**config.mk**
```make
export PLATFORM = sky130hd
export DESIGN_NAME = alu_seq
export DESIGN_NICKNAME = d
export VERILOG_FILES = /design/src/rtl/alu_seq.sv
export SDC_FILE = /design/constraint.sdc
export NUM_CORES = 1
export LEC_CHECK = 0
export BUFFER_PORTS_ARGS = -buffer_cell sky130_fd_sc_hd__buf_4
export CAP_MARGIN = 40
export CORE_MARGIN = 8
export CORE_UTILIZATION = 55
export CTS_CLUSTER_DIAMETER = 50
export DETAILED_ROUTE_END_ITERATION = 8
export GPL_TIMING_DRIVEN = 0
export PLACE_DENSITY = 0.71
export SLEW_MARGIN = 20
export SYNTH_ARGS = -nofsm -noshare
export SYNTH_HDL_FRONTEND = slang
export SYNTH_SLANG_ARGS = --single-unit
```
**constraint.sdc**
```tcl
create_clock -name clk -period 4.4 [get_ports clk]
set_clock_uncertainty 0.15 [all_clocks]
set_input_delay 0.66 -clock clk [delete_from_list [all_inputs] [get_ports clk]]
set_output_delay 0.66 -clock clk [all_outputs]
set_load 0.03 [all_outputs]
```
**src/rtl/alu_seq.sv**
```systemverilog
// alu_seq: registered WIDTH-bit ALU with Z/N/V flags.
// Single-cycle ops complete on the sampling edge. MUL is an unsigned shift-add
// that takes WIDTH cycles. done pulses for one cycle after each completion.
module alu_seq #(
    parameter int WIDTH = 16,
    parameter int SHW   = $clog2(WIDTH)
) (
    input  logic             clk,
    input  logic             rst,
    input  logic             start,
    input  logic [2:0]       ALU_op,
    input  logic [WIDTH-1:0] val_A,
    input  logic [WIDTH-1:0] val_B,
    output logic [WIDTH-1:0] ALU_out,
    output logic             Z,
    output logic             N,
    output logic             V,
    output logic             busy,
    output logic             done
);

    typedef enum logic [2:0] {
        OP_ADD  = 3'b000,
        OP_SUB  = 3'b001,
        OP_AND  = 3'b010,
        OP_NOTB = 3'b011,
        OP_OR   = 3'b100,
        OP_XOR  = 3'b101,
        OP_SHL  = 3'b110,
        OP_MUL  = 3'b111
    } op_t;

    typedef enum logic {
        IDLE = 1'b0,
        MUL  = 1'b1
    } state_t;

    state_t             state, next_state;
    op_t                op_in;
    logic [WIDTH-1:0]   alu_res;
    logic               alu_ov;
    logic [2*WIDTH-1:0] mcand;
    logic [2*WIDTH-1:0] acc;
    logic [2*WIDTH-1:0] acc_next;
    logic [WIDTH-1:0]   mplier;
    logic [SHW-1:0]     cnt;
    logic               take_op;
    logic               take_mul;
    logic               mul_last;

    assign op_in = op_t'(ALU_op);
    assign busy  = (state == MUL);

    // State register
    always_ff @(posedge clk or posedge rst) begin
        if (rst) begin
            state <= IDLE;
        end else begin
            state <= next_state;
        end
    end

    // Next-state logic and the control strobes for the datapath
    always_comb begin
        next_state = state;
        take_op    = 1'b0;
        take_mul   = 1'b0;
        mul_last   = 1'b0;
        case (state)
            IDLE: begin
                if (start) begin
                    if (op_in == OP_MUL) begin
                        take_mul   = 1'b1;
                        next_state = MUL;
                    end else begin
                        take_op = 1'b1;
                    end
                end
            end
            MUL: begin
                if (cnt == SHW'(WIDTH - 1)) begin
                    mul_last   = 1'b1;
                    next_state = IDLE;
                end
            end
            default: next_state = IDLE;
        endcase
    end

    // Single-cycle result and signed-overflow flag
    always_comb begin
        alu_res = '0;
        alu_ov  = 1'b0;
        case (op_in)
            OP_ADD: begin
                alu_res = val_A + val_B;
                alu_ov  = (val_A[WIDTH-1] == val_B[WIDTH-1]) &&
                          (alu_res[WIDTH-1] != val_A[WIDTH-1]);
            end
            OP_SUB: begin
                alu_res = val_A - val_B;
                alu_ov  = (val_A[WIDTH-1] != val_B[WIDTH-1]) &&
                          (alu_res[WIDTH-1] != val_A[WIDTH-1]);
            end
            OP_AND:  alu_res = val_A & val_B;
            OP_NOTB: alu_res = ~val_B;
            OP_OR:   alu_res = val_A | val_B;
            OP_XOR:  alu_res = val_A ^ val_B;
            OP_SHL:  alu_res = val_A << val_B[SHW-1:0];
            default: alu_res = '0;
        endcase
    end

    // One shift-add step: add the shifted multiplicand when the current multiplier bit is set
    always_comb begin
        acc_next = acc + (mplier[0] ? mcand : '0);
    end

    // Result/flag registers, multiply working registers and the done pulse
    always_ff @(posedge clk or posedge rst) begin
        if (rst) begin
            ALU_out <= '0;
            Z       <= 1'b0;
            N       <= 1'b0;
            V       <= 1'b0;
            done    <= 1'b0;
            mcand   <= '0;
            mplier  <= '0;
            acc     <= '0;
            cnt     <= '0;
        end else begin
            done <= 1'b0;
            if (take_op) begin
                ALU_out <= alu_res;
                Z       <= (alu_res == '0);
                N       <= alu_res[WIDTH-1];
                V       <= alu_ov;
                done    <= 1'b1;
            end
            if (take_mul) begin
                mcand  <= {{WIDTH{1'b0}}, val_A};
                mplier <= val_B;
                acc    <= '0;
                cnt    <= '0;
            end else if (state == MUL) begin
                acc    <= acc_next;
                mcand  <= mcand << 1;
                mplier <= mplier >> 1;
                cnt    <= cnt + SHW'(1);
                if (mul_last) begin
                    ALU_out <= acc_next[WIDTH-1:0];
                    Z       <= (acc_next[WIDTH-1:0] == '0);
                    N       <= acc_next[WIDTH-1];
                    V       <= |acc_next[2*WIDTH-1:WIDTH];
                    done    <= 1'b1;
                end
            end
        end
    end

endmodule

```
==> metrics.csv, run 1 <==
stage;metric;value;unit
synth;synth_enable_flop_cells;0;
sta;finalCritPeriodShare;96.9;%
critical_path;worst_r2r_path_depth;13;
synth;synth.yosys.seq_area_share;27.0;%
sta;fin_crit;4.26;ns
grt;groute.usage.overall;30.6;%
floorplan;fp.dieArea;22200;um^2
critical_path;worstSetupStartpointType;input port;
power;power.sequential.fraction;32.7;%
detailed_routing;detailed_route_wl;34.3;mm
layout;final_nets;1453;
floorplan;die_w;149;um
clock_network;cts.clk_slew.worst_paths;0.08;ns
sta;tightest_slew;0.926;ns
detailed_routing;route.antenna.remaining_nets;0;
power;netSwitchingPower;0.00216;W
synth;post_synth_most_frequent_cells;sky130_fd_sc_hd__nand2_1, sky130_fd_sc_hd__o21ai_0, sky130_fd_sc_hd__nor2_1;
status;outcome;finished, final reports clean;
layout;n_fill_cell;1596;
floorplan;num_io_pins;59;
critical_path;path_cells;buf_4 -> inv_1 -> buf_2 -> ha_1 -> a21o_1 -> nand4_1 -> nand2_1 -> a22oi_1 -> xnor2_1 -> a221oi_1 -> nand4_1 -> nor4_1 -> and3_1 -> a31o_2;
power;combinationalPowerShare;49.4;%
power;pwr-share-clk;18.0;%
detailed_routing;wire_per_inst;22.0;um
detailed_routing;drc_errors;0;
detailed_routing;detailroute.wirelength.met2;15.6;mm
grt;global_route_wire_length_before_repair;53.4;mm
power;p_leak;4.97;nW
placement;dp_hpwl;27.5;mm
critical_path;worst_ep_required_time;4.54;ns
floorplan;row_count;48;
detailed_routing;routed-wl-met3;2.78;mm
layout;core_util_final;62.7;%
clock_network;h-tree-depth;3;
clock_network;post_cts.repair.setup_buffers;0;
sta;final_max_tran_viols;0;
synth;synth_area_leaders;sky130_fd_sc_hd__dfrtp_1, sky130_fd_sc_hd__ha_1, sky130_fd_sc_hd__nand2_1, sky130_fd_sc_hd__o21ai_0, sky130_fd_sc_hd__a21oi_1;
floorplan;initial_core_util;56.4;%
sta;final.hold.worst_slack;0.110;ns
flow_run;maxCapViolations;0;
synth;syn_avg_cell_area;7.74;um^2
clock_network;cts_tree;yes;
critical_path;timing_worst_setup_path_type;input port to flop;
sta;slew_headroom;38.3;%
synth;count_of_cell_types_in_the_netlist;74;
detailed_routing;met1Wirelength;14.4;mm
critical_path;crit_path_frequent_cell;sky130_fd_sc_hd__nand4_1;
synth;synth_seq_cells;105;
synth;mappedNetlistNets;1383;
synth;netlist.top_cell.by_area;sky130_fd_sc_hd__dfrtp_1;
synth;yosys_warning_total;0;
placement;numPlacedInstances;1545;
synth;post_syn_instances;1259;
synth;most_frequent_cell_after_synthesis;sky130_fd_sc_hd__nand2_1;
power;internal-power;0.00258;W
layout;diodes;0;
critical_path;max_stage_delay;0.79;ns
detailed_routing;number_of_drc_markers_after_the_initial_detailed_route_iteration;1040;
sta;number_of_setup_violations_in_the_final_report;0;
critical_path;critical_path.endpoint_type;flop;
detailed_routing;top_layer;met4;
grt;antenna_violations_before_repair;0;
critical_path;crit_path_top_delay_cell;sky130_fd_sc_hd__a221oi_1;
detailed_routing;drt-vias-per-instance;6.38;
sta;report.final.hold_viol_count;0;
clock_network;cts.sinks;105;
floorplan;core_area;17300;um^2
synth;netlist.area_leader.share;27.0;%
placement;io_buffer_count;58;
grt;largest_net_degree_at_the_start_of_global_routing;77;
layout;final-instance-count-excl-fill;1559;
detailed_routing;detailedRoute.firstPassIterationCount;5;
power;sw_frac_of_total;45.5;%
floorplan;chipHeight;149;um
grt;grt_pass1_vias;9629;
detailed_routing;dr_total_vias;9947;
clock_network;cts-root-buf;sky130_fd_sc_hd__clkbuf_16;
clock_network;inserted_clock_buffers;9;
min_path;min_path_type;input port to asynchronous set/reset pin;
clock_network;worst_skew_pair.late_latency;0.36;ns
synth;syn_area;9750;um^2
grt;gr-total-overflow;0;
sta;finalSetupTns;0;ns
synth;synth-async-reset-ratio;100;%
layout;final_layout_size_suffix_gt1_share;9.37;%
power;powerDensity;437;nW/um^2
critical_path;cp.arrival;4.40;ns
sta;rsz0062_at_grt;no;
power;irDropWorstVdd;0.000312;V
synth;dominantRegCellSynth;sky130_fd_sc_hd__dfrtp_1;
clock_network;cts.path.max_buffers;2;
sta;clock.fmax;235;MHz
placement;gpl.final_weighted_congestion;1.00;
layout;area_growth;11.2;%
critical_path;crit_path_max_fanout;13;
## routing by layer
layer	vias up	track usage, %
met5	-	0
met2	441	48.8
met3	94	6.31
met1	4744	39.0
met4	0	14.3
li1	4668	-
## state kept, by name, indices dropped and copies added, names as in the netlist
register  count
N             1
mplier       16
acc          32
busy          1
ALU_out      16
cnt           4
mcand        32
done          1
V             1
Z             1
## worst max-delay path, delay by kind of cell
| family | cells | cell delay, ns |
|---|---|---|
| buffers and inverters | 3 | 0.66 |
| AOI/OAI and AO/OA | 4 | 1.41 |
| xor gates and xnor gates | 1 | 0.10 |
| and+or+nand+nor | 5 | 1.20 |
| adders and majority gates | 1 | 0.35 |
## worst paths after layout
check,start,to,slack (ns)
setup / recovery,val_B[1],Z$_DFF_PP0_,0.14
hold / removal,rst,done$_DFF_PP0_,0.11
setup reg to reg,mplier[0]$_DFFE_PP0P_,V$_DFF_PP0_,0.22
hold reg to reg,mplier[5]$_DFFE_PP0P_,mplier[4]$_DFFE_PP0P_,0.34
max in group asynchronous,rst,acc[28]$_DFFE_PP0P_,3.31
min in group clk,mplier[5]$_DFFE_PP0P_,mplier[4]$_DFFE_PP0P_,0.34
## logic make-up (layout without fill, tap and decap cells)
kind of cell / Yosys count / count (layout) / synth area share, %
flops: 105 / 105 / 27.0
fa+ha+maj: 86 / 86 / 11.3
compound gates: 379 / 379 / 24.6
simple gates: 472 / 472 / 22.5
buf+inv: 132 / 207 / 5.30
xor+xnor: 39 / 39 / 3.50
mux: 46 / 46 / 5.87
## placed cells by master, fill, tap and decap left out, types with 4 or more instances in the layout
cell,count
sky130_fd_sc_hd__nand2_1,189
sky130_fd_sc_hd__o21ai_0,111
sky130_fd_sc_hd__nor2_1,110
sky130_fd_sc_hd__dfrtp_1,105
sky130_fd_sc_hd__a21oi_1,105
sky130_fd_sc_hd__ha_1,83
sky130_fd_sc_hd__buf_4,59
sky130_fd_sc_hd__clkbuf_1,57
sky130_fd_sc_hd__inv_1,55
sky130_fd_sc_hd__and2_1,39
sky130_fd_sc_hd__mux2i_1,29
sky130_fd_sc_hd__xnor2_1,24
sky130_fd_sc_hd__a211oi_1,23
sky130_fd_sc_hd__nor3_1,23
sky130_fd_sc_hd__nand3_1,21
sky130_fd_sc_hd__nor2b_1,19
sky130_fd_sc_hd__nand4_1,18
sky130_fd_sc_hd__a221oi_1,17
sky130_fd_sc_hd__o211ai_1,16
sky130_fd_sc_hd__xor2_1,15
sky130_fd_sc_hd__o22ai_1,15
sky130_fd_sc_hd__a21o_1,12
sky130_fd_sc_hd__buf_2,10
sky130_fd_sc_hd__a31oi_1,10
sky130_fd_sc_hd__nand2b_1,10
sky130_fd_sc_hd__nor4_1,10
sky130_fd_sc_hd__mux2_2,9
sky130_fd_sc_hd__clkbuf_16,9
sky130_fd_sc_hd__mux4_2,8
sky130_fd_sc_hd__buf_1,6
sky130_fd_sc_hd__or3_1,6
sky130_fd_sc_hd__a211o_1,6
sky130_fd_sc_hd__and3_1,6
sky130_fd_sc_hd__or4_1,5
sky130_fd_sc_hd__o21bai_1,5
sky130_fd_sc_hd__o21a_1,4
sky130_fd_sc_hd__clkinvlp_4,4
sky130_fd_sc_hd__a22oi_1,4
sky130_fd_sc_hd__a221o_1,4
sky130_fd_sc_hd__a21boi_0,4
## final cells by class
| class | count | area (um^2) | area share [%] |
|---|---|---|---|
| Tap cell | 225 | 282 | 2.60 |
| Clock buffer | 10 | 229 | 2.11 |
| Inverter | 57 | 223 | 2.05 |
| Sequential cell | 105 | 2630 | 24.2 |
| Timing Repair Buffer | 61 | 473 | 4.36 |
| Clock inverter | 6 | 75.1 | 0.692 |
| Multi-Input combinational cell | 1022 | 6640 | 61.2 |
| Buffer | 73 | 297 | 2.73 |
## through the flow
stage	power (W)	cell area [um^2]	worst slack, ns
after detailed placement	0.00386	10500	-0.789
after floorplan	0.00308	9750	0.578
after global routing	0.00504	10800	0.0109
final	0.00474	10800	0.138
after CTS	0.00470	10800	0.115
after global placement	0.00379	10500	-0.784
## power by group through the flow
stage	logic (W)	clock network [W]	registers, W
detailed placement	0.00230	0	0.00156
CTS	0.00231	0.000843	0.00154
finish	0.00234	0.000851	0.00155
global placement	0.00225	0	0.00154
global route	0.00257	0.000882	0.00159
floorplan	0.00142	0	0.00166
## timing repair
item	4_1_cts	5_1_grt
endpoints found under the setup margin	2	3
pin swaps	0	0
gates resized for setup	3	6
hold buffers	0	0
Power figures use the tool's default switching activity.
==> run 2: changes to the inputs <==
- REMOVE_ABC_BUFFERS: unset -> 1
- clock period: 4.4 -> 5.4 ns (I/O delays scaled with it)
==> metrics.csv, run 2 (synthesis gave the netlist of run 1 again) <==
stage;metric;value;unit
status;outcome;finished, final reports clean;
sta;final.setup.worst_slack;0.838;ns
detailed_routing;drt-vias-per-instance;6.32;
detailed_routing;detailed_route_wl;29.5;mm
sta;number_of_setup_violations_in_the_final_report;0;
detailed_routing;dr_total_vias;9457;
critical_path;cp.arrival;4.66;ns
sta;finalCritPeriodShare;84.5;%
floorplan;core_area;17300;um^2
critical_path;crit_path_max_fanout;16;
sta;final.hold.worst_slack;0.309;ns
clock_network;cts.path.max_buffers;2;
clock_network;cts-root-buf;sky130_fd_sc_hd__clkbuf_16;
detailed_routing;wire_per_inst;19.7;um
placement;io_buffer_count;58;
critical_path;reg2reg_setup_slack;1.20;ns
critical_path;worst_setup_path_startpoint;val_B[2];
placement;gpl.final_weighted_congestion;0.969;
detailed_routing;drc_errors;0;
grt;groute.usage.overall;26.8;%
critical_path;max_stage_delay;0.55;ns
critical_path;worst_r2r_startpoint;mplier[0]$_DFFE_PP0P_;
sta;report.final.hold_viol_count;0;
grt;gr-total-overflow;0;
layout;most-common-layout-cells;sky130_fd_sc_hd__nand2_1, sky130_fd_sc_hd__o21ai_0, sky130_fd_sc_hd__nor2_1;
grt;global_route_wire_length_before_repair;48.1;mm
sta;fin_crit;4.56;ns
floorplan;fp.dieArea;22200;um^2
power;p_leak;4.93;nW
critical_path;critPathBufInv;2;
flow_run;maxCapViolations;0;
critical_path;worstSetupStartpointType;input port;
critical_path;path_cells;buf_4 -> inv_1 -> ha_1 -> nor2b_1 -> o211ai_1 -> and3_1 -> o211ai_1 -> a211o_1 -> or3_1 -> a22oi_1 -> nor2_1 -> and3_1 -> a31o_2;
clock_network;inserted_clock_buffers;9;
placement;dp_hpwl;22.4;mm
min_path;min_path_type;input port to asynchronous set/reset pin;
layout;regArea;2630;um^2
layout;n_fill_cell;1613;
clock_network;postCtsHoldBufs;0;
layout;mostFrequentLayoutCell;sky130_fd_sc_hd__nand2_1;
sta;slew_headroom;45.3;%
layout;diodes;0;
clock_network;post_cts.repair.setup_buffers;0;
detailed_routing;number_of_drc_markers_after_the_initial_detailed_route_iteration;875;
sta;tightest_slew;0.818;ns
critical_path;timing_worst_setup_path_type;input port to flop;
critical_path;crit_path_top_delay_cell;sky130_fd_sc_hd__a22oi_1;
critical_path;critical_path.endpoint_type;flop;
grt;antenna_violations_before_repair;0;
layout;final-instance-count-excl-fill;1497;
layout;multiInputGateArea;6610;um^2
grt;grt_pass1_vias;8965;
power;powerDensity;352;nW/um^2
floorplan;die_w;149;um
grt;largest_net_degree_at_the_start_of_global_routing;65;
detailed_routing;detailedRoute.firstPassIterationCount;5;
floorplan;num_io_pins;59;
critical_path;worst_ep_required_time;5.49;ns
sta;clock.fmax;219;MHz
clock_network;postCtsResizedCells;0;
clock_network;cts_tree;yes;
layout;final_layout_size_suffix_gt1_share;9.75;%
layout;area_growth;9.64;%
detailed_routing;route.antenna.remaining_nets;0;
critical_path;crit_family;compound AO/OA/AOI/OAI gates;
floorplan;row_count;48;
layout;layout_top_registers;acc x32, mcand x32;
placement;numPlacedInstances;1481;
clock_network;cts.sinks;105;
power;total_power;0.00376;W
clock_network;cts.clk_slew.worst_paths;0.08;ns
layout;final_nets;1391;
placement;pre_cts_slack;0.595;ns
power;irDropWorstVdd;0.000322;V
floorplan;initial_core_util;56.4;%
floorplan;chipHeight;149;um
sta;rsz0062_at_grt;no;
clock_network;h-tree-depth;3;
clock_network;worst_skew_pair.late_latency;0.36;ns
sta;final_max_tran_viols;0;
-- run 2: cell count changes in the layout (fill, tap and decap cells not counted), moves of 2 or more --
cell and change:
sky130_fd_sc_hd__clkbuf_1 -57, sky130_fd_sc_hd__buf_2 -10, sky130_fd_sc_hd__buf_1 -6, sky130_fd_sc_hd__buf_6 +4, sky130_fd_sc_hd__buf_8 +4, sky130_fd_sc_hd__clkinvlp_4 -3, sky130_fd_sc_hd__inv_6 +2
-- run 2: worst register-to-register path, cell delays in order, from the launching register on --
cell and delay (ns):
sky130_fd_sc_hd__dfrtp_1 0.48, sky130_fd_sc_hd__buf_8 0.21, sky130_fd_sc_hd__and2_1 0.18, sky130_fd_sc_hd__ha_1 0.36
sky130_fd_sc_hd__a211oi_1 0.22, sky130_fd_sc_hd__nor2_1 0.08, sky130_fd_sc_hd__a211oi_1 0.46, sky130_fd_sc_hd__a31oi_1 0.36
sky130_fd_sc_hd__and2_1 0.27, sky130_fd_sc_hd__o41ai_1 0.58, sky130_fd_sc_hd__xor2_1 0.25, sky130_fd_sc_hd__and4_1 0.22
sky130_fd_sc_hd__nand4_1 0.12, sky130_fd_sc_hd__o211a_1 0.14
-- run 2: worst paths after layout --
kind,endpoint,depth (start not counted)
hold reg to reg,mplier[4]$_DFFE_PP0P_,2
max in group asynchronous,Z$_DFF_PP0_,3
setup / recovery,Z$_DFF_PP0_,13
min in group clk,mplier[4]$_DFFE_PP0P_,2
hold / removal,mplier[8]$_DFFE_PP0P_,2
setup reg to reg,V$_DFF_PP0_,13
-- run 2: cell type report --
type | instances | area share, %
repair buffers | 72 | 6.01
flip-flops and latches | 105 | 24.6
multi-input cells | 1022 | 61.9
inverters | 57 | 2.05
clock inverters | 6 | 0.597
well taps | 225 | 2.63
clock buffers | 10 | 2.24
-- run 2: layer usage --
layer | wire, um | vias up | track usage, %
met3 | 2090 | 49 | 4.79
met5 | 0 | - | 0
met2 | 13500 | 358 | 42.7
met4 | 592 | 0 | 6.76
met1 | 13300 | 4519 | 36.8
li1 | - | 4531 | -
-- run 2: through the flow --
| step | utilization [%] | cell area [um^2] | TNS, ns |
|---|---|---|---|
| 6_report | 61.8 | 10700 | 0 |
| 5_1_grt | 61.8 | 10700 | 0 |
| 4_1_cts | 61.8 | 10700 | 0 |
| 3_5_place_dp | 60.0 | 10400 | 0 |
| 3_3_place_gp | 58.7 | 10200 | -92.73 |
| 2_1_floorplan | - | 9440 | 0 |
-- run 2: report_power, final --
group | switching, W | total [W] | leakage [nW] | internal (W)
clock network | 0.000341 | 0.000681 | 0.146 | 0.000340
logic | 0.00110 | 0.00178 | 3.42 | 0.000677
registers | 0.000231 | 0.00130 | 1.36 | 0.00107
==> run 3: changes to the inputs <==
- clock period: 5.4 -> 4.4 ns (I/O delays scaled with it)
==> metrics.csv, run 3 (synthesis gave the netlist of run 1 again) <==
stage;metric;value;unit
critical_path;critical_path.endpoint_type;flop;
clock_network;postCtsHoldBufs;0;
floorplan;num_io_pins;59;
sta;final_max_tran_viols;0;
floorplan;chipHeight;149;um
floorplan;core_area;17300;um^2
layout;area_growth;9.94;%
grt;global_route_wire_length_before_repair;48.1;mm
clock_network;cts_tree;yes;
placement;postPlaceCellArea;10400;um^2
sta;number_of_setup_violations_in_the_final_report;0;
layout;mostFrequentLayoutCell;sky130_fd_sc_hd__nand2_1;
power;combinationalPowerShare;47.4;%
power;power.sequential.fraction;34.5;%
detailed_routing;wire_per_inst;19.7;um
sta;slew_headroom;45.4;%
power;irDropWorstVdd;0.000397;V
layout;layout_top_registers;acc x32, mcand x32;
critical_path;crit_path_max_fanout;17;
detailed_routing;drt-vias-per-instance;6.36;
grt;largest_net_degree_at_the_start_of_global_routing;65;
power;internal-power;0.00256;W
detailed_routing;detailed_route_wl;29.5;mm
critical_path;worst_ep_required_time;4.50;ns
critical_path;worstSetupStartpointType;input port;
power;powerDensity;431;nW/um^2
layout;core_util_final;62.0;%
clock_network;cts.path.max_buffers;2;
floorplan;die_w;149;um
sta;report.final.hold_viol_count;0;
power;p_leak;4.94;nW
clock_network;cts-root-buf;sky130_fd_sc_hd__clkbuf_16;
sta;rsz0062_at_grt;no;
layout;final_layout_size_suffix_gt1_share;9.98;%
critical_path;cp.arrival;4.33;ns
placement;io_buffer_count;58;
sta;tightest_slew;0.813;ns
detailed_routing;route.antenna.remaining_nets;0;
detailed_routing;drc_errors;0;
clock_network;postCtsResizedCells;0;
status;outcome;finished, final reports clean;
layout;diodes;0;
min_path;min_path_type;input port to asynchronous set/reset pin;
layout;most-common-layout-cells;sky130_fd_sc_hd__nand2_1, sky130_fd_sc_hd__o21ai_0, sky130_fd_sc_hd__nor2_1;
layout;final_nets;1391;
placement;dp_hpwl;22.4;mm
sta;finalCritPeriodShare;96.2;%
sta;clock.fmax;236;MHz
clock_network;post_cts.repair.setup_buffers;0;
sta;finalSetupTns;0;ns
power;netSwitchingPower;0.00206;W
floorplan;fp.dieArea;22200;um^2
layout;finish.instance_area;10700;um^2
sta;fin_crit;4.23;ns
grt;gr-total-overflow;0;
power;total_power;0.00462;W
clock_network;inserted_clock_buffers;9;
placement;gpl.final_weighted_congestion;0.969;
grt;grt_pass1_vias;8965;
detailed_routing;detailedRoute.firstPassIterationCount;5;
detailed_routing;number_of_drc_markers_after_the_initial_detailed_route_iteration;813;
sta;final.hold.worst_slack;0.158;ns
grt;groute.usage.overall;26.8;%
floorplan;row_count;48;
critical_path;timing_worst_setup_path_type;input port to flop;
clock_network;cts.sinks;105;
power;sw_frac_of_total;44.5;%
power;pwr-share-clk;18.1;%
grt;antenna_violations_before_repair;0;
clock_network;h-tree-depth;3;
floorplan;initial_core_util;56.4;%
clock_network;worst_skew_pair.late_latency;0.36;ns
clock_network;cts.clk_slew.worst_paths;0.08;ns
detailed_routing;dr_total_vias;9517;
flow_run;maxCapViolations;0;
-- run 3: cell count changes in the layout (fill, tap and decap cells not counted), sizes merged --
cell,before,now
clkinvlp,1,2
inv,61,60
-- run 3: power by group through the flow --
stage                     Sequential [W]  Clock [W]  Combinational, W
after floorplan                  0.00179          0           0.00125
after global placement           0.00174          0           0.00194
after detailed placement         0.00161          0           0.00217
after CTS                        0.00160   0.000854           0.00217
after global routing             0.00164   0.000884           0.00242
final                            0.00159   0.000835           0.00219
-- run 3: area by class of cell --
class / instances / area, um^2
fill: 1614 / 6580
inverter: 57 / 223
clock buffer: 10 / 239
tap: 225 / 282
timing repair buffer: 72 / 642
multi-input combinational: 1022 / 6640
clock inverter: 6 / 63.8
sequential: 105 / 2630
-- run 3: path summary, 6_finish.rpt --
path,depth (start not counted),slack [ns],end,start
max in group asynchronous,3,3.28,Z$_DFF_PP0_,rst
setup / recovery,13,0.17,Z$_DFF_PP0_,val_B[1]
setup reg to reg,12,0.40,V$_DFF_PP0_,mplier[0]$_DFFE_PP0P_
hold reg to reg,2,0.34,mplier[4]$_DFFE_PP0P_,mplier[5]$_DFFE_PP0P_
hold / removal,2,0.16,mplier[8]$_DFFE_PP0P_,rst
min in group clk,2,0.34,mplier[4]$_DFFE_PP0P_,mplier[5]$_DFFE_PP0P_
-- run 3: routing by layer --
layer / vias to the layer above / GRT usage, % / share of wire (%)
li1: 4529 / - / -
met1: 4580 / 36.8 / 45
met2: 360 / 42.7 / 46
met3: 48 / 4.79 / 6.6
met4: 0 / 6.76 / 1.9
met5: - / 0 / 0
-- run 3: per-stage QoR --
step / instances / setup slack [ns]
after floorplan: 1184 / -0.392
after global placement: 1467 / -2.93
after detailed placement: 1481 / -0.255
after CTS: 1497 / 0.102
after global routing: 1497 / 0.0207
final: 1497 / 0.166
-- run 3: worst max-delay path, stage by stage --
cell	delay (ns)
sky130_fd_sc_hd__buf_4	0.22
sky130_fd_sc_hd__inv_1	0.34
sky130_fd_sc_hd__ha_1	0.46
sky130_fd_sc_hd__a21o_1	0.16
sky130_fd_sc_hd__nand4_1	0.27
sky130_fd_sc_hd__a2111oi_4	0.52
sky130_fd_sc_hd__o21ai_0	0.18
sky130_fd_sc_hd__o211a_1	0.28
sky130_fd_sc_hd__or4_1	0.47
sky130_fd_sc_hd__nand3_1	0.23
sky130_fd_sc_hd__nor2_1	0.06
sky130_fd_sc_hd__and3_1	0.20
sky130_fd_sc_hd__a31o_2	0.25
